$ cat config.mk
export PLATFORM = sky130hd
export DESIGN_NAME = imem_loader
export DESIGN_NICKNAME = d
export VERILOG_FILES = /design/src/rtl/imem_loader.sv
export SDC_FILE = /design/constraint.sdc
export NUM_CORES = 1
export LEC_CHECK = 0
export CAP_MARGIN = 20
export CORE_MARGIN = 2
export CORE_UTILIZATION = 49
export DETAILED_ROUTE_END_ITERATION = 7
export HOLD_SLACK_MARGIN = 0.02
export PLACE_DENSITY = 0.77
export SYNTH_ARGS = -nofsm -noshare
export SYNTH_HDL_FRONTEND = slang
export SYNTH_SLANG_ARGS = --single-unit
$ cat constraint.sdc
create_clock -name clk -period 1.9 [get_ports clk]
set_clock_uncertainty 0.1 [all_clocks]
set_input_delay 0.38 -clock clk [delete_from_list [all_inputs] [get_ports clk]]
set_output_delay 0.38 -clock clk [all_outputs]
set_load 0.05 [all_outputs]
$ cat src/rtl/imem_loader.sv
// imem_loader: assembles a header-prefixed byte stream into 16-bit words, writes them into
// the instruction RAM from address 0, and holds the CPU in reset until the image is complete.
// Optional trailing XOR checksum byte: define IMEM_LOADER_CHECKSUM_EN.
module imem_loader #(
    parameter int ADDR_W = 4
) (
    input  logic              clk,
    input  logic              reset,
    input  logic              start,
    input  logic [7:0]        rx_data,
    input  logic              rx_valid,
    output logic              rx_ready,
    output logic              imem_we,
    output logic [ADDR_W-1:0] imem_waddr,
    output logic [15:0]       imem_wdata,
    output logic              cpu_reset,
    output logic              busy,
    output logic              done,
    output logic              error,
    output logic [ADDR_W:0]   words_loaded
);

    localparam int                DEPTH    = 2 ** ADDR_W;
    localparam logic [8:0]        DEPTH_B  = 9'(DEPTH);
    localparam logic [ADDR_W:0]   WORD_ONE = (ADDR_W + 1)'(1);
    localparam logic [ADDR_W-1:0] ADDR_ONE = ADDR_W'(1);

    typedef enum logic [2:0] {
        S_IDLE  = 3'd0,
        S_HDR   = 3'd1,
        S_HI    = 3'd2,
        S_LO    = 3'd3,
        S_WRITE = 3'd4,
        S_DONE  = 3'd5,
`ifdef IMEM_LOADER_CHECKSUM_EN
        S_ERROR = 3'd6,
        S_CHK   = 3'd7
`else
        S_ERROR = 3'd6
`endif
    } state_t;

`ifdef IMEM_LOADER_CHECKSUM_EN
    function automatic logic [7:0] xor_accum(input logic [7:0] acc, input logic [7:0] data);
        return acc ^ data;
    endfunction
`endif

    state_t            state_r;
    state_t            state_s;
    logic [ADDR_W:0]   n_r;
    logic [ADDR_W-1:0] waddr_r;
    logic [15:0]       wdata_r;
    logic [ADDR_W:0]   words_r;
    logic              rx_ready_r;
    logic              we_r;
    logic              busy_r;
    logic              done_r;
    logic              error_r;
    logic              cpu_reset_r;
`ifdef IMEM_LOADER_CHECKSUM_EN
    logic [7:0]        csum_r;
`endif

    logic accept_s;
    logic hdr_bad_s;
    logic last_word_s;
    logic start_ok_s;
    logic rx_ready_s;
    logic we_s;
    logic busy_s;
    logic done_s;
    logic error_s;
    logic cpu_reset_s;

    // Handshake and decision terms shared by the FSM and the datapath
    always_comb begin
        accept_s    = rx_valid && rx_ready_r;
        hdr_bad_s   = (rx_data == 8'h00) || ({1'b0, rx_data} > DEPTH_B);
        last_word_s = ((words_r + WORD_ONE) == n_r);
        start_ok_s  = start && ((state_r == S_IDLE) || (state_r == S_DONE) || (state_r == S_ERROR));
    end

    // Next-state logic
    always_comb begin
        state_s = state_r;
        case (state_r)
            S_IDLE: begin
                if (start) state_s = S_HDR;
                else       state_s = S_IDLE;
            end
            S_HDR: begin
                if (accept_s) begin
                    if (hdr_bad_s) state_s = S_ERROR;
                    else           state_s = S_HI;
                end else begin
                    state_s = S_HDR;
                end
            end
            S_HI: begin
                if (accept_s) state_s = S_LO;
                else          state_s = S_HI;
            end
            S_LO: begin
                if (accept_s) state_s = S_WRITE;
                else          state_s = S_LO;
            end
            S_WRITE: begin
                if (last_word_s) begin
`ifdef IMEM_LOADER_CHECKSUM_EN
                    state_s = S_CHK;
`else
                    state_s = S_DONE;
`endif
                end else begin
                    state_s = S_HI;
                end
            end
`ifdef IMEM_LOADER_CHECKSUM_EN
            S_CHK: begin
                if (accept_s) begin
                    if (rx_data == csum_r) state_s = S_DONE;
                    else                   state_s = S_ERROR;
                end else begin
                    state_s = S_CHK;
                end
            end
`endif
            S_DONE: begin
                if (start) state_s = S_HDR;
                else       state_s = S_DONE;
            end
            S_ERROR: begin
                if (start) state_s = S_HDR;
                else       state_s = S_ERROR;
            end
            default: state_s = S_IDLE;
        endcase
    end

    // Output decode of the upcoming state, so every output leaves a flop
    always_comb begin
        rx_ready_s  = 1'b0;
        we_s        = 1'b0;
        busy_s      = 1'b0;
        done_s      = 1'b0;
        error_s     = 1'b0;
        cpu_reset_s = 1'b1;
        case (state_s)
            S_IDLE: begin
                cpu_reset_s = 1'b1;
            end
            S_HDR, S_HI, S_LO: begin
                rx_ready_s = 1'b1;
                busy_s     = 1'b1;
            end
            S_WRITE: begin
                we_s   = 1'b1;
                busy_s = 1'b1;
            end
`ifdef IMEM_LOADER_CHECKSUM_EN
            S_CHK: begin
                rx_ready_s = 1'b1;
                busy_s     = 1'b1;
            end
`endif
            S_DONE: begin
                done_s      = 1'b1;
                cpu_reset_s = 1'b0;
            end
            S_ERROR: begin
                error_s = 1'b1;
            end
            default: begin
                cpu_reset_s = 1'b1;
            end
        endcase
    end

    // State register
    always_ff @(posedge clk or posedge reset) begin
        if (reset) state_r <= S_IDLE;
        else       state_r <= state_s;
    end

    // Registered control outputs
    always_ff @(posedge clk or posedge reset) begin
        if (reset) begin
            rx_ready_r  <= 1'b0;
            we_r        <= 1'b0;
            busy_r      <= 1'b0;
            done_r      <= 1'b0;
            error_r     <= 1'b0;
            cpu_reset_r <= 1'b1;
        end else begin
            rx_ready_r  <= rx_ready_s;
            we_r        <= we_s;
            busy_r      <= busy_s;
            done_r      <= done_s;
            error_r     <= error_s;
            cpu_reset_r <= cpu_reset_s;
        end
    end

    // Word count, address and counters; address advances as the WRITE cycle ends
    always_ff @(posedge clk or posedge reset) begin
        if (reset) begin
            n_r     <= '0;
            waddr_r <= '0;
            words_r <= '0;
        end else begin
            if (start_ok_s) begin
                waddr_r <= '0;
                words_r <= '0;
            end else if (state_r == S_WRITE) begin
                waddr_r <= waddr_r + ADDR_ONE;
                words_r <= words_r + WORD_ONE;
            end
            if ((state_r == S_HDR) && accept_s && !hdr_bad_s) begin
                n_r <= rx_data[ADDR_W:0];
            end
        end
    end

    // Instruction word assembly, high byte first
    always_ff @(posedge clk or posedge reset) begin
        if (reset) begin
            wdata_r <= 16'h0000;
        end else if (accept_s && (state_r == S_HI)) begin
            wdata_r[15:8] <= rx_data;
        end else if (accept_s && (state_r == S_LO)) begin
            wdata_r[7:0] <= rx_data;
        end
    end

`ifdef IMEM_LOADER_CHECKSUM_EN
    // Running XOR over data bytes only; the header is excluded
    always_ff @(posedge clk or posedge reset) begin
        if (reset) begin
            csum_r <= 8'h00;
        end else if (start_ok_s) begin
            csum_r <= 8'h00;
        end else if (accept_s && ((state_r == S_HI) || (state_r == S_LO))) begin
            csum_r <= xor_accum(csum_r, rx_data);
        end
    end
`endif

    assign rx_ready     = rx_ready_r;
    assign imem_we      = we_r;
    assign imem_waddr   = waddr_r;
    assign imem_wdata   = wdata_r;
    assign cpu_reset    = cpu_reset_r;
    assign busy         = busy_r;
    assign done         = done_r;
    assign error        = error_r;
    assign words_loaded = words_r;

endmodule
==> impl_metrics.py <==
metrics = {
    "drt": {
        "first_pass_iters": 4,
        "wl_per_cell_um": 14.83,
        "route.detailed.drc": 0,
        "ant_nets": 0,
        "drt_iter0_markers": 63,
        "via_per_inst": 5.288,
        "drt_wl_total_um": 3915,
        "vias": 1396,
    },
    "timing": {
        "tns_ps": 0,
        "max_slew_margin": 0.7477,
        "slew_violations": 0,
        "final.setup.worst_slack_ps": 54.72,
        "finalHoldViolations": 0,
        "rsz0062_at_grt": "true",
        "finalCritPeriodShare": 0.9712,
        "min_period_ps": 1845,
        "setup_viol": 0,
        "max_freq_mhz": 541.9,
        "tightest_slew_ps": 378.5,
    },
    "synth": {
        "ys_seq_area_frac": 0.5324,
        "synth_area_mm2": 0.001836,
        "synth_xor_area_frac": 0.06203,
        "synth_mux_area_frac": 0.1452,
        "synth_top_area_share": 0.5181,
        "synth_compound_area_frac": 0.07566,
        "yosys.area_share.simple": 0.1452,
        "yosys-top-cells-area": "dfrtp_1, mux2_2, xnor2_1",
        "yosys.area.top_type": "dfrtp_1",
        "netlist_instances": 151,
        "synth_fa_ha_area_frac": 0.01363,
        "ys_types": 41,
        "synth.avg_cell_area_um2": 12.16,
        "synth.net_count": 165,
        "synth_top_family_by_area": "simple AND/OR/NAND/NOR gates",
        "synth_seq_cells": 39,
        "ys_warn_count": 0,
    },
    "die": {
        "design.die.area_mm2": 0.004252,
        "rows": 22,
        "die_w_um": 65.21,
        "fp.dieH_um": 65.21,
        "start_util": 0.5052,
        "ioPinCount": 43,
        "core_mm2": 0.003633,
    },
    "place": {
        "pre_cts_ws_ps": -332.8,
        "place.gp.congestion": 0.8233,
        "port_buffers": 42,
        "postPlaceCellArea_mm2": 0.002389,
        "dp_hpwl_um": 2816,
    },
    "critical_path": {
        "rr_startpoint": "words_loaded[1]",
        "critPathArrivalTime_ps": 1910,
        "slowest_stage": "dfrtp_2",
        "path_class": "flip-flop to flip-flop",
        "startpoint": "words_loaded[1]",
        "slowest_delay_ps": 430,
        "end_kind": "flip-flop",
        "cp.required_ps": 1970,
        "setup.worst_path.start_class": "flip-flop",
        "critPathMaxFanout": 3,
        "worstRegToRegCells": 6,
        "path_cells": "ha_4 -> xor2_2 -> a211oi_2 -> o311ai_4 -> o21ai_2 -> o22ai_2",
    },
    "pwr": {
        "powerDensity_mw_per_mm2": 1737,
        "power_frac_clock": 0.120,
        "p_sw_mw": 2.085,
        "switching_share": 0.4659,
        "pwr-share-comb": 0.559,
        "peakVddDrop_uv": 1369,
        "pwr-share-seq": 0.321,
        "p_int_mw": 2.390,
        "p_leak_nw": 1.194,
    },
    "finish": {
        "drive_gt1_frac": 0.4352,
        "fin_util": 0.7090,
        "seq_area_um2": 982.2,
        "stdcell_area_mm2": 0.002576,
        "final_nets": 229,
        "multi_input_area_um2": 882.1,
        "fillers": 278,
        "antenna_cells": 0,
        "area_growth_pct": 40.35,
    },
    "cts": {
        "insertion_delay_ps": 290,
        "clk_path_buf_depth": 2,
        "clkTransAtPathRegs_ps": 70,
        "cts_sinks": 39,
        "htreeDepth": 2,
        "cts_root_buf": "clkbuf_8",
        "cts_tree": "done",
        "cts_buffers": 5,
    },
    "global_routing": {
        "grt_usage": 0.2040,
        "grt_pass1_wl_um": 6658,
        "overflow": 0,
        "grt_max_degree": 40,
        "grt_pass1_vias": 1405,
        "antenna_found_initial": 0,
    },
    "run_status": {
        "outcome": "completed",
    },
    "worst_hold_path": {
        "hold_class": "input port to async pin",
    },
    "job": {
        "drv_cap": 0,
    },
}
==> logic make-up (layout without fill, tap and decap cells) <==
family,count (synthesis),in the layout
AOI/OAI and AO/OA,18,18
xor gates and xnor gates,13,13
adders and majority gates,2,2
buffers and inverters,9,74
DFF,39,39
muxes,24,24
and+or+nand+nor,46,46
==> power groups by stage <==
stage	clock (mW)	combinational, mW	sequential (mW)
after global routing	0.590	2.66	1.48
after floorplan	0	0.833	2.23
after global placement	0	2.32	1.41
final	0.537	2.50	1.44
after detailed placement	0	2.38	1.44
after CTS	0.553	2.40	1.42
==> state kept, by name, summed over array words and instances, names as in the netlist <==
name,cells
state_r,3
error,1
imem_we,1
imem_waddr,4
cpu_reset,1
done,1
words_loaded,5
imem_wdata,16
rx_ready,1
n_r,5
busy,1
==> critical path: cells and delay by family, from the launching register on <==
family	cells	cell delay (ps)
adder cells (fa/ha/maj)	1	260
AO/OA/AOI/OAI	4	790
XOR/XNOR	1	140
flip-flops	1	430
==> layout make-up <==
type | instances | area share
clock inverters | 1 | 0.001943
well taps | 48 | 0.02331
inverters | 4 | 0.005828
multi-input cells | 103 | 0.3424
repair buffers | 62 | 0.2156
clock buffers | 7 | 0.02963
flip-flops and latches | 39 | 0.3813
==> layout by cell type (no fill, tap or decap), drive strengths merged, types with 5 or more instances in the layout <==
cell type      synthesis  layout
buf                    4      51
clkbuf                 1       7
clkdlybuf4s50          0       6
dfrtp                 38      38
dlymetal6s2s           0       5
mux2                  21      21
nand2                  7       7
nor2                  18      18
o21ai                  5       5
xnor2                  7       7
xor2                   6       6
==> per-layer routing <==
metal | routed length [um] | global-route usage
met5 | 0 | 0
met2 | 2029 | 0.3469
met3 | 195 | 0.05993
met4 | 32 | 0.04427
met1 | 1658 | 0.2588
==> synth_stat cells, drive strengths merged <==
master	number
nor3	4
ha	2
nand2	7
a221oi	1
nor2b	3
o22ai	1
a31oi	1
nor4b	1
a21oi	4
nand3b	1
xnor2	7
nor2	18
a311o	1
a211oi	1
dfstp	1
xor2	6
nor4	2
dfrtp	38
buf	4
mux2	21
o21ai	5
nor3b	2
nand4	2
nand3	3
nand2b	2
mux2i	3
o21a	3
inv	4
clkbuf	1
nand4b	1
o311ai	1
==> repair_timing <==
action,in CTS,in global routing
resized for setup,2,12
pin swaps,1,8
setup buffers,1,2
endpoints found under the setup margin,7,9
hold buffers,0,0
==> path summary, 6_finish.rpt <==
check	endpoint	slack, ps
max	busy	50
min	imem_wdata[11]	320
max reg2reg	busy	50
min reg2reg	imem_wdata[11]	410
max in group asynchronous	cpu_reset	1100
min in group clk	imem_wdata[5]	410
==> metrics by stage <==
| stage | power [mW] | hold slack, ps | std cells |
|---|---|---|---|
| 2_1_floorplan | 3.063 | 378.2 | 151 |
| 3_3_place_gp | 3.735 | 394.2 | 253 |
| 3_5_place_dp | 3.814 | 397.8 | 253 |
| 4_1_cts | 4.379 | 342.2 | 262 |
| 5_1_grt | 4.730 | 348.4 | 264 |
| 6_report | 4.475 | 323.5 | 264 |
(Power assumes the default switching activity.)
